## src/rtl/axil_stream_regbank_if.sv

```systemverilog
`default_nettype none
`timescale 1ns/1ps
// ---------------------------------------------------------------------------
// axil_stream_regbank_if : AXI4-Lite register port (AW/W/B/AR/R channels)
// Rev 1.0
// ---------------------------------------------------------------------------
interface axil_stream_regbank_if #(
  parameter int ADDR_W = 8,
  parameter int DATA_W = 32
);
  logic [ADDR_W-1:0]   awaddr;
  logic                awvalid;
  logic                awready;
  logic [DATA_W-1:0]   wdata;
  logic [DATA_W/8-1:0] wstrb;
  logic                wvalid;
  logic                wready;
  logic [1:0]          bresp;
  logic                bvalid;
  logic                bready;
  logic [ADDR_W-1:0]   araddr;
  logic                arvalid;
  logic                arready;
  logic [DATA_W-1:0]   rdata;
  logic [1:0]          rresp;
  logic                rvalid;
  logic                rready;

  modport master (
    output awaddr, awvalid, input awready,
    output wdata, wstrb, wvalid, input wready,
    input bresp, bvalid, output bready,
    output araddr, arvalid, input arready,
    input rdata, rresp, rvalid, output rready
  );

  modport slave (
    input awaddr, awvalid, output awready,
    input wdata, wstrb, wvalid, output wready,
    output bresp, bvalid, input bready,
    input araddr, arvalid, output arready,
    output rdata, rresp, rvalid, input rready
  );
endinterface
`default_nettype wire

```

## src/rtl/axil_stream_regbank.sv

```systemverilog
`default_nettype none
`timescale 1ns/1ps
// ---------------------------------------------------------------------------
// axil_stream_regbank : AXI4-Lite slave bridging register accesses to
//                       N_WR write streams and N_RD read streams.
// Rev 1.0
// ---------------------------------------------------------------------------
module axil_stream_regbank #(
  parameter int ADDR_W  = 8,
  parameter int DATA_W  = 32,
  parameter int N_WR    = 8,
  parameter int N_RD    = 8,
  parameter int TIMEOUT = 1024
) (
  input  logic                     clk,
  input  logic                     aresetn,
  axil_stream_regbank_if.slave     s,
  output logic [N_WR*DATA_W-1:0]   wr_tdata,
  output logic [N_WR-1:0]          wr_tvalid,
  input  logic [N_WR-1:0]          wr_tready,
  input  logic [N_RD*DATA_W-1:0]   rd_tdata,
  input  logic [N_RD-1:0]          rd_tvalid,
  output logic [N_RD-1:0]          rd_tready
);
  localparam int IDX_W  = ADDR_W - 2;
  localparam int STRB_W = DATA_W / 8;
  localparam int WCH_W  = (N_WR > 1) ? $clog2(N_WR) : 1;
  localparam int RCH_W  = (N_RD > 1) ? $clog2(N_RD) : 1;
  localparam int CNT_W  = (TIMEOUT > 1) ? $clog2(TIMEOUT + 1) : 1;
  localparam logic [1:0]       RESP_OKAY   = 2'b00;
  localparam logic [1:0]       RESP_SLVERR = 2'b10;
  localparam logic [IDX_W-1:0] N_WR_IDX    = IDX_W'(N_WR);
  localparam logic [IDX_W-1:0] N_RD_IDX    = IDX_W'(N_RD);
  localparam logic [CNT_W-1:0] CNT_LAST    = CNT_W'((TIMEOUT > 0) ? TIMEOUT - 1 : 0);

  typedef enum logic [2:0] {W_IDLE, W_ADDR, W_DATA, W_PUSH, W_RESP} wstate_t;
  typedef enum logic [1:0] {R_IDLE, R_PULL, R_RESP} rstate_t;

  wstate_t             w_state, w_state_nx;
  logic [ADDR_W-1:0]   awaddr_q;
  logic [DATA_W-1:0]   wdata_q;
  logic [STRB_W-1:0]   wstrb_q;
  logic [WCH_W-1:0]    wch_q;
  logic [CNT_W-1:0]    w_cnt;
  logic [1:0]          bresp_q;
  logic [DATA_W-1:0]   shadow [N_WR];

  logic [ADDR_W-1:0]   w_addr;
  logic [DATA_W-1:0]   w_data;
  logic [STRB_W-1:0]   w_strb;
  logic [IDX_W-1:0]    w_idx, w_idx_m1;
  logic [WCH_W-1:0]    w_ch;
  logic                w_mapped, w_aw_hs, w_w_hs, w_timeout;
  logic                w_complete, w_commit, w_resp_ld;
  logic [1:0]          w_resp_val;

  // Address/data come from the bus unless that half was captured earlier.
  assign w_addr    = (w_state == W_ADDR) ? awaddr_q : s.awaddr;
  assign w_data    = (w_state == W_DATA) ? wdata_q  : s.wdata;
  assign w_strb    = (w_state == W_DATA) ? wstrb_q  : s.wstrb;
  assign w_idx     = w_addr[ADDR_W-1:2];
  assign w_idx_m1  = w_idx - IDX_W'(1);
  assign w_ch      = w_idx_m1[WCH_W-1:0];
  assign w_mapped  = (w_idx != '0) && (w_idx <= N_WR_IDX);
  assign s.awready = (w_state == W_IDLE) || (w_state == W_DATA);
  assign s.wready  = (w_state == W_IDLE) || (w_state == W_ADDR);
  assign w_aw_hs   = s.awvalid && s.awready;
  assign w_w_hs    = s.wvalid && s.wready;
  assign w_timeout = (TIMEOUT != 0) && (w_cnt == CNT_LAST);
  assign s.bvalid  = (w_state == W_RESP);
  assign s.bresp   = bresp_q;

  always_ff @(posedge clk or negedge aresetn) begin
    if (!aresetn) w_state <= W_IDLE;
    else          w_state <= w_state_nx;
  end

  always_comb begin
    w_state_nx = w_state;
    w_complete = 1'b0;
    w_commit   = 1'b0;
    w_resp_ld  = 1'b0;
    w_resp_val = RESP_OKAY;
    case (w_state)
      W_IDLE: begin
        if (w_aw_hs && w_w_hs) w_complete = 1'b1;
        else if (w_aw_hs)      w_state_nx = W_ADDR;
        else if (w_w_hs)       w_state_nx = W_DATA;
      end
      W_ADDR: if (w_w_hs)  w_complete = 1'b1;
      W_DATA: if (w_aw_hs) w_complete = 1'b1;
      W_PUSH: begin
        if (wr_tready[wch_q]) begin
          w_state_nx = W_RESP;
          w_resp_ld  = 1'b1;
        end else if (w_timeout) begin
          w_state_nx = W_RESP;
          w_resp_ld  = 1'b1;
          w_resp_val = RESP_SLVERR;
        end
      end
      W_RESP:  if (s.bready) w_state_nx = W_IDLE;
      default: w_state_nx = W_IDLE;
    endcase
    if (w_complete) begin
      if (w_mapped) begin
        w_state_nx = W_PUSH;
        w_commit   = 1'b1;
      end else begin
        w_state_nx = W_RESP;
        w_resp_ld  = 1'b1;
        w_resp_val = RESP_SLVERR;
      end
    end
  end

  always_ff @(posedge clk or negedge aresetn) begin
    if (!aresetn) begin
      awaddr_q <= '0;
      wdata_q  <= '0;
      wstrb_q  <= '0;
      wch_q    <= '0;
      w_cnt    <= '0;
      bresp_q  <= RESP_OKAY;
    end else begin
      if (w_aw_hs)  awaddr_q <= s.awaddr;
      if (w_w_hs) begin
        wdata_q <= s.wdata;
        wstrb_q <= s.wstrb;
      end
      if (w_commit) wch_q <= w_ch;
      if (w_state != W_PUSH)  w_cnt <= '0;
      else if (w_cnt != '1)   w_cnt <= w_cnt + CNT_W'(1);
      if (w_resp_ld) bresp_q <= w_resp_val;
    end
  end

  always_ff @(posedge clk or negedge aresetn) begin
    if (!aresetn) begin
      for (int i = 0; i < N_WR; i++) shadow[i] <= '0;
    end else if (w_commit) begin
      for (int i = 0; i < N_WR; i++)
        if (w_ch == WCH_W'(i))
          for (int b = 0; b < STRB_W; b++)
            if (w_strb[b]) shadow[i][8*b +: 8] <= w_data[8*b +: 8];
    end
  end

  generate
    for (genvar i = 0; i < N_WR; i++) begin : g_wr
      assign wr_tdata[i*DATA_W +: DATA_W] = shadow[i];
      assign wr_tvalid[i] = (w_state == W_PUSH) && (wch_q == WCH_W'(i));
    end
  endgenerate

  rstate_t             r_state, r_state_nx;
  logic [RCH_W-1:0]    rch_q;
  logic [CNT_W-1:0]    r_cnt;
  logic [DATA_W-1:0]   rdata_q;
  logic [1:0]          rresp_q;
  logic [DATA_W-1:0]   rd_words [N_RD];
  logic [DATA_W-1:0]   r_status, r_ld_data;
  logic [IDX_W-1:0]    r_idx, r_idx_m1;
  logic                r_mapped, r_timeout, r_ld;
  logic [1:0]          r_ld_resp;

  assign r_idx     = s.araddr[ADDR_W-1:2];
  assign r_idx_m1  = r_idx - IDX_W'(1);
  assign r_mapped  = (r_idx != '0) && (r_idx <= N_RD_IDX);
  assign r_timeout = (TIMEOUT != 0) && (r_cnt == CNT_LAST);
  assign s.arready = (r_state == R_IDLE);
  assign s.rvalid  = (r_state == R_RESP);
  assign s.rdata   = rdata_q;
  assign s.rresp   = rresp_q;

  generate
    for (genvar i = 0; i < N_RD; i++) begin : g_rd
      assign rd_words[i]  = rd_tdata[i*DATA_W +: DATA_W];
      assign rd_tready[i] = (r_state == R_PULL) && (rch_q == RCH_W'(i)) && rd_tvalid[i];
    end
  endgenerate

  always_comb begin
    r_status = '0;
    r_status[N_WR-1:0]     = wr_tready;
    r_status[N_WR +: N_RD] = rd_tvalid;
  end

  always_ff @(posedge clk or negedge aresetn) begin
    if (!aresetn) r_state <= R_IDLE;
    else          r_state <= r_state_nx;
  end

  always_comb begin
    r_state_nx = r_state;
    r_ld       = 1'b0;
    r_ld_data  = '0;
    r_ld_resp  = RESP_OKAY;
    case (r_state)
      R_IDLE: begin
        if (s.arvalid) begin
          if (r_idx == '0) begin
            r_state_nx = R_RESP;
            r_ld       = 1'b1;
            r_ld_data  = r_status;
          end else if (!r_mapped) begin
            r_state_nx = R_RESP;
            r_ld       = 1'b1;
            r_ld_resp  = RESP_SLVERR;
          end else begin
            r_state_nx = R_PULL;
          end
        end
      end
      R_PULL: begin
        if (rd_tvalid[rch_q]) begin
          r_state_nx = R_RESP;
          r_ld       = 1'b1;
          r_ld_data  = rd_words[rch_q];
        end else if (r_timeout) begin
          r_state_nx = R_RESP;
          r_ld       = 1'b1;
          r_ld_resp  = RESP_SLVERR;
        end
      end
      R_RESP:  if (s.rready) r_state_nx = R_IDLE;
      default: r_state_nx = R_IDLE;
    endcase
  end

  always_ff @(posedge clk or negedge aresetn) begin
    if (!aresetn) begin
      rch_q   <= '0;
      r_cnt   <= '0;
      rdata_q <= '0;
      rresp_q <= RESP_OKAY;
    end else begin
      if (s.arvalid && s.arready) rch_q <= r_idx_m1[RCH_W-1:0];
      if (r_state != R_PULL)  r_cnt <= '0;
      else if (r_cnt != '1)   r_cnt <= r_cnt + CNT_W'(1);
      if (r_ld) begin
        rdata_q <= r_ld_data;
        rresp_q <= r_ld_resp;
      end
    end
  end

  // Byte-offset bits and high channel-index bits carry no information here.
  logic unused_bits;
  assign unused_bits = ^{w_addr[1:0], s.araddr[1:0], w_idx_m1, r_idx_m1};
endmodule
`default_nettype wire

```

## src/flat_wrapper.sv

```systemverilog
// flat-port wrapper written by rule: the top's interface ports become plain ports
module axil_stream_regbank_flat 
#(
  parameter int ADDR_W  = 8,
  parameter int DATA_W  = 32,
  parameter int N_WR    = 8,
  parameter int N_RD    = 8,
  parameter int TIMEOUT = 1024
)
  (clk, aresetn, wr_tdata, wr_tvalid, wr_tready, rd_tdata, rd_tvalid, rd_tready, s_awaddr, s_awvalid, s_awready, s_wdata, s_wstrb, s_wvalid, s_wready, s_bresp, s_bvalid, s_bready, s_araddr, s_arvalid, s_arready, s_rdata, s_rresp, s_rvalid, s_rready);
  axil_stream_regbank_if #(.ADDR_W(ADDR_W), .DATA_W(DATA_W)) s_i ();
  input  logic clk;
  input  logic aresetn;
  output logic [N_WR*DATA_W-1:0] wr_tdata;
  output logic [N_WR-1:0] wr_tvalid;
  input  logic [N_WR-1:0] wr_tready;
  input  logic [N_RD*DATA_W-1:0] rd_tdata;
  input  logic [N_RD-1:0] rd_tvalid;
  output logic [N_RD-1:0] rd_tready;
  input wire logic [$bits(s_i.awaddr)-1:0] s_awaddr;
  input wire logic [$bits(s_i.awvalid)-1:0] s_awvalid;
  output wire logic [$bits(s_i.awready)-1:0] s_awready;
  input wire logic [$bits(s_i.wdata)-1:0] s_wdata;
  input wire logic [$bits(s_i.wstrb)-1:0] s_wstrb;
  input wire logic [$bits(s_i.wvalid)-1:0] s_wvalid;
  output wire logic [$bits(s_i.wready)-1:0] s_wready;
  output wire logic [$bits(s_i.bresp)-1:0] s_bresp;
  output wire logic [$bits(s_i.bvalid)-1:0] s_bvalid;
  input wire logic [$bits(s_i.bready)-1:0] s_bready;
  input wire logic [$bits(s_i.araddr)-1:0] s_araddr;
  input wire logic [$bits(s_i.arvalid)-1:0] s_arvalid;
  output wire logic [$bits(s_i.arready)-1:0] s_arready;
  output wire logic [$bits(s_i.rdata)-1:0] s_rdata;
  output wire logic [$bits(s_i.rresp)-1:0] s_rresp;
  output wire logic [$bits(s_i.rvalid)-1:0] s_rvalid;
  input wire logic [$bits(s_i.rready)-1:0] s_rready;
  assign s_i.awaddr = s_awaddr;
  assign s_i.awvalid = s_awvalid;
  assign s_awready = s_i.awready;
  assign s_i.wdata = s_wdata;
  assign s_i.wstrb = s_wstrb;
  assign s_i.wvalid = s_wvalid;
  assign s_wready = s_i.wready;
  assign s_bresp = s_i.bresp;
  assign s_bvalid = s_i.bvalid;
  assign s_i.bready = s_bready;
  assign s_i.araddr = s_araddr;
  assign s_i.arvalid = s_arvalid;
  assign s_arready = s_i.arready;
  assign s_rdata = s_i.rdata;
  assign s_rresp = s_i.rresp;
  assign s_rvalid = s_i.rvalid;
  assign s_i.rready = s_rready;
  axil_stream_regbank #(.ADDR_W(ADDR_W), .DATA_W(DATA_W), .N_WR(N_WR), .N_RD(N_RD), .TIMEOUT(TIMEOUT)) u_core (.clk(clk), .aresetn(aresetn), .s(s_i), .wr_tdata(wr_tdata), .wr_tvalid(wr_tvalid), .wr_tready(wr_tready), .rd_tdata(rd_tdata), .rd_tvalid(rd_tvalid), .rd_tready(rd_tready));
endmodule
```

## config.mk

```make
export PLATFORM = sky130hd
export DESIGN_NAME = axil_stream_regbank_flat
export DESIGN_NICKNAME = d
export VERILOG_FILES = /design/src/rtl/axil_stream_regbank_if.sv /design/src/rtl/axil_stream_regbank.sv /design/src/flat_wrapper.sv
export SDC_FILE = /design/constraint.sdc
export NUM_CORES = 1
export LEC_CHECK = 0
export BUFFER_PORTS_ARGS = -buffer_cell sky130_fd_sc_hd__buf_2
export CORE_AREA = 2 2 251 253
export DETAILED_ROUTE_END_ITERATION = 8
export DIE_AREA = 0 0 253 255
export PLACE_DENSITY_LB_ADDON = 0.05
export SYNTH_ARGS = -nofsm -noshare
export SYNTH_HDL_FRONTEND = slang
export SYNTH_SLANG_ARGS = --single-unit
```

## constraint.sdc

```tcl
create_clock -name clk -period 4 [get_ports clk]
set_input_delay 0.4 -clock clk [delete_from_list [all_inputs] [get_ports clk]]
set_output_delay 0.4 -clock clk [all_outputs]
set_load 0.03 [all_outputs]
```

Word level (Yosys, flattened, before mapping)
Index checks and enable logic that the tools add are counted.
{"block": "word_totals", "register_bits": 369, "in_bits": 331, "elab_cells": 234}
{"block": "op_classes", "add_sub_neg": 4, "magnitude_cmp": 5, "eq_ne": 41, "mux": 62, "bitwise": 1, "reduce_logical": 77}
{"op": "32-bit 2-to-1 mux", "n": 5}
{"op": "3-bit AND reduction", "n": 33}
{"op": "32-bit binary-select mux with 3-bit select", "n": 1}
{"op": "32-bit case mux with 2 select lines", "n": 1}
{"op": "11-bit 2-to-1 mux", "n": 4}
{"op": "3-bit equality test (second input constant)", "n": 13}
{"op": "2-bit 2-to-1 mux", "n": 16}
{"op": "1-bit logical AND", "n": 30}
{"op": "3-bit by 2-bit equality test with 1-bit output (second input constant)", "n": 8}
{"op": "3-bit 2-to-1 mux", "n": 8}
{"op": "11-bit by 1-bit adder with 11-bit output (second input constant)", "n": 2}
{"op": "11-bit by 10-bit equality test with 1-bit output (second input constant)", "n": 2}
{"op": "11-bit inequality test (second input constant)", "n": 2}
{"op": "1-bit 2-to-1 mux", "n": 17}
{"op": "16-bit 2-to-1 mux", "n": 1}
{"op": "3-bit by 1-bit equality test with 1-bit output (second input constant)", "n": 4}
{"op": "6-bit by 4-bit less-or-equal comparator with 1-bit output (second input constant)", "n": 2}
{"op": "3-bit logical NOT", "n": 4}
{"op": "3-bit case mux with 4 select lines", "n": 1}
{"op": "6-bit nonzero test", "n": 2}
{"op": "3-bit by 2-bit inequality test with 1-bit output (second input constant)", "n": 3}
{"op": "3-bit by 4-bit less-than comparator with 1-bit output (second input constant)", "n": 2}
{"op": "8-bit 2-to-1 mux", "n": 1}
{"op": "4-bit by 1-bit inequality test with 1-bit output (second input constant)", "n": 2}
{"op": "other kinds (20)", "n": 26}

Logic depth before layout (Yosys ltp)
Gate-level depths: netlist (run 1).
{"block": "depth", "word_depth": 8, "depth_mapped": 9}

Least setup slack after synthesis (run 1)
Ideal clock, no wire load.
{"block": "synth_path", "path_type": "flip-flop to flip-flop", "from": "register u_core.w_state[2]", "to": "register u_core.shadow (netlist bit u_core.wr_tdata[216])", "setup_ps": 125, "t_arrival_ps": 3078, "required_time_ps": 3875, "path_slack_ps": 797, "path_stages_with_launch": 10, "path_buffers": 1, "synth_period_minus_slack_ps": 3203, "path_cell_list": "dfrtp_1 -> nor3b_2 -> mux2i_1 -> ha_1 -> clkinv_1 -> a221oi_2 -> xnor2_1 -> buf_2 -> nor4_4 -> mux2_2"}
{"block": "synth_via", "elab_cells_between_ends": 23, "cone_classes": "add/sub: 1; order compare: 1; eq/ne: 3; mux: 9; reduce/logical: 9"}
{"element": "start, declared", "line": "axil_stream_regbank.sv:39", "rtl": "wstate_t w_state, w_state_nx;"}
{"element": "start signal, assigned", "line": "axil_stream_regbank.sv:75", "rtl": "else w_state <= w_state_nx;"}
{"element": "3-bit by 1-bit equality test with 1-bit output", "line": "axil_stream_regbank.sv:58", "rtl": "assign w_addr = (w_state == W_ADDR) ? awaddr_q : s.awaddr;"}
{"element": "8-bit 2-to-1 mux", "line": "axil_stream_regbank.sv:58"}
{"element": "3-bit by 1-bit subtractor with 3-bit output", "line": "axil_stream_regbank.sv:62", "rtl": "assign w_idx_m1 = w_idx - IDX_W'(1);"}
{"element": "named net u_core.w_idx_m1[0]", "line": "axil_stream_regbank.sv:51", "rtl": "logic [IDX_W-1:0] w_idx, w_idx_m1;"}
{"element": "3-bit equality test", "line": "axil_stream_regbank.sv:143", "rtl": "if (w_ch == WCH_W'(i))"}
{"element": "3-bit AND reduction (no source line)"}
{"element": "end signal, assigned by index", "line": "axil_stream_regbank.sv:145", "rtl": "if (w_strb[b]) shadow[i][8*b +: 8] <= w_data[8*b +: 8];"}
{"element": "end, declared", "line": "axil_stream_regbank.sv:46", "rtl": "logic [DATA_W-1:0] shadow [N_WR];"}
The timed path passes the listed nets, and every way through them passes these cells.
A chain may end at the register's enable or synchronous reset.

Worst setup path after layout (run 1)
{"block": "layout_path", "from": "register u_core.w_state[2]", "to": "register u_core.shadow (netlist bit u_core.wr_tdata[218])"}
The elaborated chain is that of the path after synthesis.

==> impl_metrics.yaml, run 1 <==
outcome:
  status: "complete, no violations"
die:
  core_area_sq_um: 62200
  die_y_microns: 255
  die_w_microns: 253
  die-area_sq_um: 64500
  num_rows: 92
  initial_core_util_pct: 27.7
  ios: 644
timing:
  fin_setup_tns_ns: 0
  tightestPinTransition_ns: 0.939
  slew_violations: 0
  period_share_pct: 86.1
  max_freq_mhz: 290
  setup_violations: 0
  clock-skew-final_ns: 0.0240
  fin_crit_ns: 3.44
  rsz0062_at_grt: "no"
  hold_violations: 0
  max_slew_margin_pct: 36.2
setup_path:
  reg2reg_from: "u_core.w_state[2]$_DFFE_PN0P_"
  startpoint_type: "flip-flop"
  arrival_ns: 3.89
  cp-end-kind: "flip-flop"
  critPathLaunch: "u_core.w_state[2]$_DFFE_PN0P_"
  critPathMaxFanout: 10
  path_class: "reg -> reg"
  cp.required_ns: 4.45
yosys:
  async_flop_share_pct: 100
  ys_seq_area_share_pct: 53.0
  synth_top_area_share_pct: 53.0
  synth_cells: 1160
  ys_top_cells_by_count: "365 x dfrtp_1, 334 x mux2_2, 66 x mux4_2"
  yosysMostFrequentCell: "dfrtp_1"
  syn_area_per_cell_sq_um: 14.9
  synth-edff-count: 0
  synth_flop_cell: "dfrtp_1"
  synth_warnings: 0
  synthAdderAreaFrac_pct: 0.653
  synth_compound_area_share_pct: 3.72
  synth_top_family_by_area: "multiplexers"
  synth_cell_types: 53
  synth_simple_gate_area_share_pct: 7.14
  yosysTopAreaCell: "dfrtp_1"
  syn_area_sq_um: 17200
  ys_ff_latch: 365
  ys_top_cells_by_area: "dfrtp_1 53%, mux2_2 22%, mux4_2 8.6%"
  synth-xor-area-share_pct: 0.762
  synthMuxAreaShare_pct: 33.2
pwr:
  p_leak_uw: 0.0118
  max-vdd-ir-drop_v: 0.000335
  total_power_uw: 16100
  cellPowerDensity_nw_per_um2: 695
routing:
  via_count: 12700
  vias_per_cell: 4.72
  wl_per_cell_microns: 23.0
  dr.pass1.iters: 5
  drc_errors: 0
  drt_wl_total_microns: 62000
  drt-initial-drc-count: 378
  antenna_left: 0
global_routing:
  grt_first_pass_wirelength_microns: 87800
  overflow: 0
  grt_antenna_before_repair: 16
  grt_max_degree: 89
  grt_pass1_vias: 13200
  track_usage_pct: 18.5
cells_and_area:
  fillerInstances: 6138
  drive_gt1_share_pct: 64.2
  multi_input_area_sq_um: 7880
  fin_nets: 2196
  area.sequential_sq_um: 9140
  design_area_sq_um: 23200
  areaGrowthSynthToFinish_pct: 34.6
placed_design:
  portBuffers: 637
  dp.final_hpwl_microns: 47800
  post_dp_cell_area_sq_um: 21800
  routabilityCongestion: 0.854
clock_tree:
  root_buffer: "clkbuf_16"
  cts_made_buffers: 44
  clk_pin_slew_ns: 0.06
  cts_resized: 0
  max-clock-path-buffers: 3
  cts_setup_buffers: 0
  hold_buffers: 1
  clk-insertion-delay-late_ns: 0.57
  cts_tree: "yes"
  cts.sinks: 365
  htree_num_levels: 2
worst_hold_path:
  hold_start: "s_araddr[2]"
  hold_path.class: "in -> reg"
job:
  maxCapViolCount: 0
-- logic make-up (layout without fill, tap and decap cells) --
group,Yosys count,count (layout)
xor gates and xnor gates,15,15
and+or+nand+nor,178,178
buffers and inverters,63,790
AOI/OAI and AO/OA,83,83
other,1,13
adders and majority gates,9,9
muxes,446,446
DFF,365,365
-- flip-flops by register name, indices dropped and copies added (netlist names), 2 cells and up --
register         cells
u_core.s.rdata      32
u_core.wstrb_q       4
u_core.r_state       2
u_core.wdata_q      32
u_core.w_cnt        11
u_core.r_cnt        11
u_core.wr_tdata    256
u_core.awaddr_q      6
u_core.rch_q         3
u_core.wch_q         3
u_core.w_state       3
-- final cells by class --
class                      instances  area share, %
multi-input combinational        733           34.0
clock inverter                    11          0.313
tap                              799           4.31
timing repair buffer             698           16.0
antenna                           11          0.119
clock buffer                      67           5.64
sequential                       365           39.4
inverter                          14          0.227
-- path summary, 6_finish.rpt --
check | end | slack [ns] | cells after the start
max in group asynchronous | u_core.wr_tdata[155]$_DFFE_PN0P_ | 2.42 | 4
hold / removal | u_core.rch_q[0]$_DFFE_PN0P_ | 0.04 | 2
setup reg to reg | u_core.wr_tdata[218]$_DFFE_PN0P_ | 0.56 | 10
min in group asynchronous | u_core.wr_tdata[21]$_DFFE_PN0P_ | 0.46 | 2
setup / recovery | u_core.wr_tdata[218]$_DFFE_PN0P_ | 0.56 | 10
hold reg to reg | u_core.s.rdata[16]$_DFFE_PN0P_ | 0.48 | 1
-- per-stage QoR --
| step | hold WS [ns] | setup WS [ns] | util (%) | instances |
|---|---|---|---|---|
| 5_1_grt | 0.0536 | 0.320 | 37.3 | 2696 |
| 2_1_floorplan | 0.104 | 0.797 | - | 1161 |
| 4_1_cts | 0.0148 | 0.497 | 37.3 | 2687 |
| 6_report | 0.0438 | 0.557 | 37.3 | 2698 |
| 3_3_place_gp | 0.470 | 0.551 | 35.0 | 2608 |
| 3_5_place_dp | 0.470 | 0.503 | 35.0 | 2608 |
-- worst max-delay path: stages (launching register included) --
cell,delay [ns]
dfrtp_1,0.38
nor3b_2,0.46
mux2i_1,0.45
ha_1,0.27
nand2b_1,0.15
a21oi_1,0.10
o211ai_4,0.68
buf_12,0.24
nor4_4,0.05
buf_4,0.21
mux2_1,0.32
-- cells in the final DEF, fill, tap and decap left out, types with 8 or more instances in the layout --
master	n
a21oi_1	11
a221o_1	16
buf_2	636
inv_1	10
nand2b_1	9
ha_1	9
o2bb2ai_1	16
dfrtp_1	362
nor3_1	14
mux2i_1	41
xnor2_1	11
clkbuf_1	11
mux4_2	66
diode_2	11
clkbuf_8	12
nor4_4	16
nand2_1	22
clkinv_2	8
clkbuf_16	44
o21ai_0	15
nor3_2	16
mux2_2	334
nor2_1	54
buf_4	55
-- metal layers --
metal / routed length [microns] / GRT usage, %
met5: 34 / 0
met4: 2590 / 8.35
met3: 3310 / 3.86
met2: 33000 / 33.8
met1: 23100 / 20.7
-- power breakdown --
part | total [uW] | internal [uW] | switching [uW] | leakage (uW)
logic | 6860 | 2620 | 4240 | 0.00616
registers | 5420 | 4780 | 635 | 0.00494
clock network | 3840 | 2250 | 1590 | 0.000684
total | 16100 | 9650 | 6470 | 0.0118
Power figures use the tool's default switching activity.
==> run 2: changes to the inputs <==
--- a/config.mk
+++ b/config.mk
@@ -6,9 +6,9 @@
 export NUM_CORES = 1
 export LEC_CHECK = 0
 export BUFFER_PORTS_ARGS = -buffer_cell sky130_fd_sc_hd__buf_2
-export CORE_AREA = 2 2 251 253
+export CORE_AREA = 2 2 250 252
 export DETAILED_ROUTE_END_ITERATION = 8
-export DIE_AREA = 0 0 253 255
+export DIE_AREA = 0 0 252 254
 export PLACE_DENSITY_LB_ADDON = 0.05
 export SYNTH_ARGS = -nofsm -noshare
 export SYNTH_HDL_FRONTEND = slang
==> constraint.sdc (replaced) <==
create_clock -name clk -period 4 [get_ports clk]
set_input_delay 0.8 -clock clk [delete_from_list [all_inputs] [get_ports clk]]
set_output_delay 0.8 -clock clk [all_outputs]
set_load 0.03 [all_outputs]
==> run 2 against run 1 <==
  * First-iteration DRC count up 11%
  * Clock skew shrank 0.0081 ns
  * Final cell count decreased by 0.44%
  * Combinational power about the same
  * Design area about the same
  * Total power grew 0.43%
  * Sequential share of layout area barely moved
  * Critical path depth did not move
  * Non-clock buffer count grew 1
  * Maximum frequency is 1.8% higher
  * Critical endpoint is now u_core.wr_tdata[105]$_DFFE_PN0P_
  * Largest cell class unchanged
==> impl_metrics.yaml, run 2 (same netlist as run 1, synthesis figures left out) <==
routing:
  vias_per_cell: 4.67
  wl_per_cell_microns: 22.4
  dr.pass1.iters: 4
  antenna_left: 0
  via_count: 12600
  drt-initial-drc-count: 418
  drc_errors: 0
  drt_wl_total_microns: 60200
clock_tree:
  root_buffer: "clkbuf_16"
  cts_resized: 0
  htree_num_levels: 2
  clk-insertion-delay-late_ns: 0.56
  cts_tree: "yes"
  clk_pin_slew_ns: 0.06
  hold_buffers: 0
  cts_made_buffers: 42
  cts.sinks: 365
  cts_setup_buffers: 0
  max-clock-path-buffers: 3
setup_path:
  reg2regPathDepth: 10
  cp_cell_sequence: "nor3b_2 -> mux2i_1 -> ha_1 -> clkinv_1 -> buf_4 -> a211oi_1 -> nand4_1 -> nor3_2 -> buf_4 -> mux2_2"
  arrival_ns: 3.81
  cp.required_ns: 4.43
  cp_slowest_cell: "nor3b_2"
  cp-end-kind: "flip-flop"
  critPathMaxStageDelay_ns: 0.48
  ff2ff_setup_slack_ns: 0.62
  path_class: "reg -> reg"
  endpoint: "u_core.wr_tdata[105]$_DFFE_PN0P_"
  cpLargestDelayFamily: "simple AND/OR/NAND/NOR gates"
  startpoint_type: "flip-flop"
  critPathMaxFanout: 8
  cp_common_cell: "buf_4"
  path_buf_inv: 3
  reg2reg_from: "u_core.w_state[2]$_DFFE_PN0P_"
  reg2reg_to: "u_core.wr_tdata[105]$_DFFE_PN0P_"
  critPathLaunch: "u_core.w_state[2]$_DFFE_PN0P_"
  crit_cells: 10
timing:
  fin_crit_ns: 3.38
  tightestPinTransition_ns: 0.920
  max_slew_margin_pct: 38.2
  clock-skew-final_ns: 0.0159
  period_share_pct: 84.5
  rsz0062_at_grt: "no"
  hold_violations: 0
  slew_violations: 0
  setup_violations: 0
  fin_setup_tns_ns: 0
  worst_hold_slack_ns: 0.223
  fin_ws_ns: 0.619
  max_freq_mhz: 296
cells_and_area:
  mostFrequentLayoutCells: "636 x buf_2, 362 x dfrtp_1, 334 x mux2_2"
  final_common_cell: "buf_2"
  areaGrowthSynthToFinish_pct: 34.7
  largest_reg_flops: 256
  design_area_sq_um: 23200
  fillerInstances: 6100
  fin_nets: 2195
  drive_gt1_share_pct: 64.5
placed_design:
  dp_slack_ns: 0.560
  dp.final_hpwl_microns: 46100
  routabilityCongestion: 0.804
  post_dp_cell_area_sq_um: 21800
  portBuffers: 637
die:
  die_w_microns: 252
  num_rows: 91
  die_y_microns: 254
  core_area_sq_um: 61300
  ios: 644
  initial_core_util_pct: 28.1
  die-area_sq_um: 64000
global_routing:
  overflow: 0
  grt_first_pass_wirelength_microns: 86500
  grt_util_met3_pct: 3.58
  grt_pass1_vias: 13200
  grt_max_degree: 93
  globalRouteMet1Util_pct: 20.7
  busiest_layer: "met2"
  use_met2_pct: 33.8
  grt_antenna_before_repair: 10
  track_usage_pct: 18.2
job:
  maxCapViolCount: 0
outcome:
  status: "complete, no violations"
pwr:
  cellPowerDensity_nw_per_um2: 697
  total_power_uw: 16200
  p_leak_uw: 0.0118
  max-vdd-ir-drop_v: 0.000274
worst_hold_path:
  hold_path.class: "in -> async"
-- run 2: per-layer routing --
layer	up-vias	wire (microns)	part of all wire (%)
li1	5776	-	-
met1	6308	23000	38
met2	386	32700	54
met3	80	2860	4.8
met4	4	1630	2.7
met5	-	29	0.048
-- run 2: worst min path at each step --
| stage | end | cells past startpoint |
|---|---|---|
| after global placement | u_core.wr_tdata[218]$_DFFE_PN0P_ | 1 |
| after floorplan | u_core.w_cnt[8]$_DFFE_PN0P_ | 1 |
| after global routing | u_core.wr_tdata[20]$_DFFE_PN0P_ | 1 |
| final | u_core.wr_tdata[20]$_DFFE_PN0P_ | 1 |
| after CTS | u_core.wr_tdata[20]$_DFFE_PN0P_ | 1 |
| after detailed placement | u_core.s.rdata[20]$_DFFE_PN0P_ | 1 |
-- run 2: area by class of cell --
class | count | area (sq um) | area share [%]
clock inverter | 16 | 161 | 0.695
tap | 790 | 988 | 4.26
multi-input combinational | 733 | 7880 | 33.9
inverter | 14 | 52.6 | 0.226
clock buffer | 61 | 1250 | 5.40
timing repair buffer | 699 | 3730 | 16.0
sequential | 365 | 9140 | 39.4
antenna | 8 | 20.0 | 0.0862
-- run 2: stage by stage --
stage               utilization [%]  cells
floorplan                         -   1161
global placement               35.6   2601
detailed placement             35.6   2601
CTS                            37.9   2678
global route                   37.9   2683
finish                         37.9   2686
-- run 2: power breakdown --
part / switching [uW] / internal (uW) / leakage [uW]
clock network: 1570 / 2370 / 0.000707
logic: 4270 / 2630 / 0.00617
registers: 571 / 4780 / 0.00494
total: 6410 / 9780 / 0.0118
==> run 3: changes to the inputs <==
==> constraint.sdc (replaced) <==
create_clock -name clk -period 3.1 [get_ports clk]
set_input_delay 0.62 -clock clk [delete_from_list [all_inputs] [get_ports clk]]
set_output_delay 0.62 -clock clk [all_outputs]
set_load 0.03 [all_outputs]
==> run 3 against run 2 <==
  * Via count rose by 2.8%
  * Sequential share of layout area decreased by 0.95 points
  * Core utilization increased by 0.94 points
  * Register-to-register slack got worse by 0.45 ns
  * Routed wire length increased by 6.5%
  * Global-route usage is 1.3 points higher
  * Flip-flop and latch count unchanged
  * Final cell count is 0.82% higher
  * First-iteration DRC count is 34% higher
==> impl_metrics.yaml, run 3 (same netlist as run 1, synthesis figures left out) <==
setup_path:
  reg2regPathDepth: 10
  cp_common_cell: "buf_12"
  startpoint_type: "flip-flop"
  arrival_ns: 3.37
  reg2reg_to: "u_core.wr_tdata[174]$_DFFE_PN0P_"
  cp-end-kind: "flip-flop"
  path_buf_inv: 2
  cpLargestDelayFamily: "simple AND/OR/NAND/NOR gates"
  critPathMaxStageDelay_ns: 0.40
  cp_slowest_cell: "dfrtp_1"
  cp.required_ns: 3.54
  ff2ff_setup_slack_ns: 0.17
  critPathMaxFanout: 8
  path_class: "reg -> reg"
  cp_cell_sequence: "nor3b_4 -> mux2i_2 -> ha_1 -> nand2b_1 -> a21oi_1 -> o211ai_4 -> buf_12 -> nor4_4 -> buf_12 -> mux2_2"
  reg2reg_from: "u_core.w_state[2]$_DFFE_PN0P_"
pwr:
  p_leak_uw: 0.0120
  switchingPower_uw: 8470
  seqPwrFrac_pct: 33.4
  p_int_uw: 12700
  power_frac_clock_pct: 24.0
  max-vdd-ir-drop_v: 0.000431
  pwr-share-comb_pct: 42.6
  netSwitchingFraction_pct: 40.1
  cellPowerDensity_nw_per_um2: 888
die:
  die_w_microns: 252
  die-area_sq_um: 64000
  ios: 644
  num_rows: 91
  die_y_microns: 254
  core_area_sq_um: 61300
  initial_core_util_pct: 28.1
global_routing:
  grt_first_pass_wirelength_microns: 92000
  track_usage_pct: 19.5
  grt_antenna_before_repair: 11
  grt_pass1_vias: 13800
  grt_max_degree: 65
  overflow: 0
routing:
  vias_per_cell: 4.77
  antenna_left: 0
  drt_wl_total_microns: 64200
  dr.pass1.iters: 5
  drt-initial-drc-count: 559
  via_count: 12900
  drc_errors: 0
  wl_per_cell_microns: 23.7
timing:
  fin_crit_ns: 2.93
  slew_violations: 0
  setup_violations: 0
  max_slew_margin_pct: 37.3
  worst_hold_slack_ns: 0.0200
  hold_violations: 0
  tightestPinTransition_ns: 0.922
  clock-skew-final_ns: 0.0295
  rsz0062_at_grt: "no"
  period_share_pct: 94.5
  max_freq_mhz: 342
  fin_setup_tns_ns: 0
cells_and_area:
  areaGrowthSynthToFinish_pct: 38.0
  largest_reg_flops: 256
  mostFrequentLayoutCells: "636 x buf_2, 362 x dfrtp_1, 334 x mux2_2"
  final_common_cell: "buf_2"
  fin_nets: 2217
  drive_gt1_share_pct: 64.9
clock_tree:
  cts.sinks: 365
  root_buffer: "clkbuf_16"
  htree_num_levels: 2
  hold_buffers: 0
  cts_tree: "yes"
  max-clock-path-buffers: 3
  cts_made_buffers: 43
  clk-insertion-delay-late_ns: 0.58
  clk_pin_slew_ns: 0.06
worst_hold_path:
  hold_path.class: "in -> async"
placed_design:
  routabilityCongestion: 0.902
  portBuffers: 637
  dp.final_hpwl_microns: 50100
outcome:
  status: "complete, no violations"
job:
  maxCapViolCount: 0
run 3: power by group through the flow:
stage	sequential, uW	clock, uW	combinational, uW
3_5_place_dp	7160	0	9110
6_report	7070	5070	9000
5_1_grt	7280	5440	9530
2_1_floorplan	9010	0	4080
3_3_place_gp	7120	0	9060
4_1_cts	7090	5250	9130
run 3: timing repair:
item,in CTS,in global routing
resized for setup,0,2
setup endpoints to repair,0,116
setup buffers,0,2
endpoints found under the hold margin,0,0
run 3: routing by layer:
| metal | vias up | global-route usage (%) | wire (microns) |
|---|---|---|---|
| met4 | 4 | 9.11 | 3000 |
| met5 | - | 0 | 27 |
| li1 | 5827 | - | - |
| met1 | 6536 | 22.3 | 24500 |
| met3 | 118 | 4.41 | 3440 |
| met2 | 424 | 34.5 | 33200 |
run 3: how the worst max path moves through the flow:
stage,startpoint,end,slack (ns),cells after the start
final,u_core.w_state[2]$_DFFE_PN0P_,u_core.wr_tdata[174]$_DFFE_PN0P_,0.17,10
after global routing,u_core.w_state[2]$_DFFE_PN0P_,u_core.wr_tdata[163]$_DFFE_PN0P_,0.009,10
after CTS,u_core.w_state[2]$_DFFE_PN0P_,u_core.wr_tdata[143]$_DFFE_PN0P_,0.09,10
after detailed placement,u_core.w_state[2]$_DFFE_PN0P_,u_core.wr_tdata[195]$_DFFE_PN0P_,0.10,10
after global placement,u_core.w_state[2]$_DFFE_PN0P_,u_core.wr_tdata[196]$_DFFE_PN0P_,0.09,10
after floorplan,u_core.w_state[2]$_DFFE_PN0P_,u_core.wr_tdata[216]$_DFFE_PN0P_,0.03,9
run 3: worst register-to-register path, delay by kind of cell (launching register included):
family,cells,cell delay (ns)
muxes,2,0.67
DFF,1,0.40
AOI/OAI and AO/OA,2,0.39
and+or+nand+nor,3,0.73
adders and majority gates,1,0.25
buffers and inverters,2,0.36
run 3: layout make-up:
type	count	area, sq um
diodes	8	20.0
flip-flops and latches	365	9140
well taps	790	988
multi-input cells	733	7900
repair buffers	720	4280
clock buffers	62	1250
inverters	14	53.8
clock inverters	16	158
fillers	6015	37500
run 3: metrics by stage:
stage	instances	area (sq um)	total power [uW]	utilization, %	worst slack [ns]
final	2708	23800	21100	38.8	0.172
after global routing	2707	23800	22300	38.8	0.00902
after CTS	2698	23700	21500	38.8	0.0936
after detailed placement	2620	22300	16300	36.5	0.103
after global placement	2620	22300	16200	36.5	0.0889
after floorplan	1161	17300	13100	-	0.0312
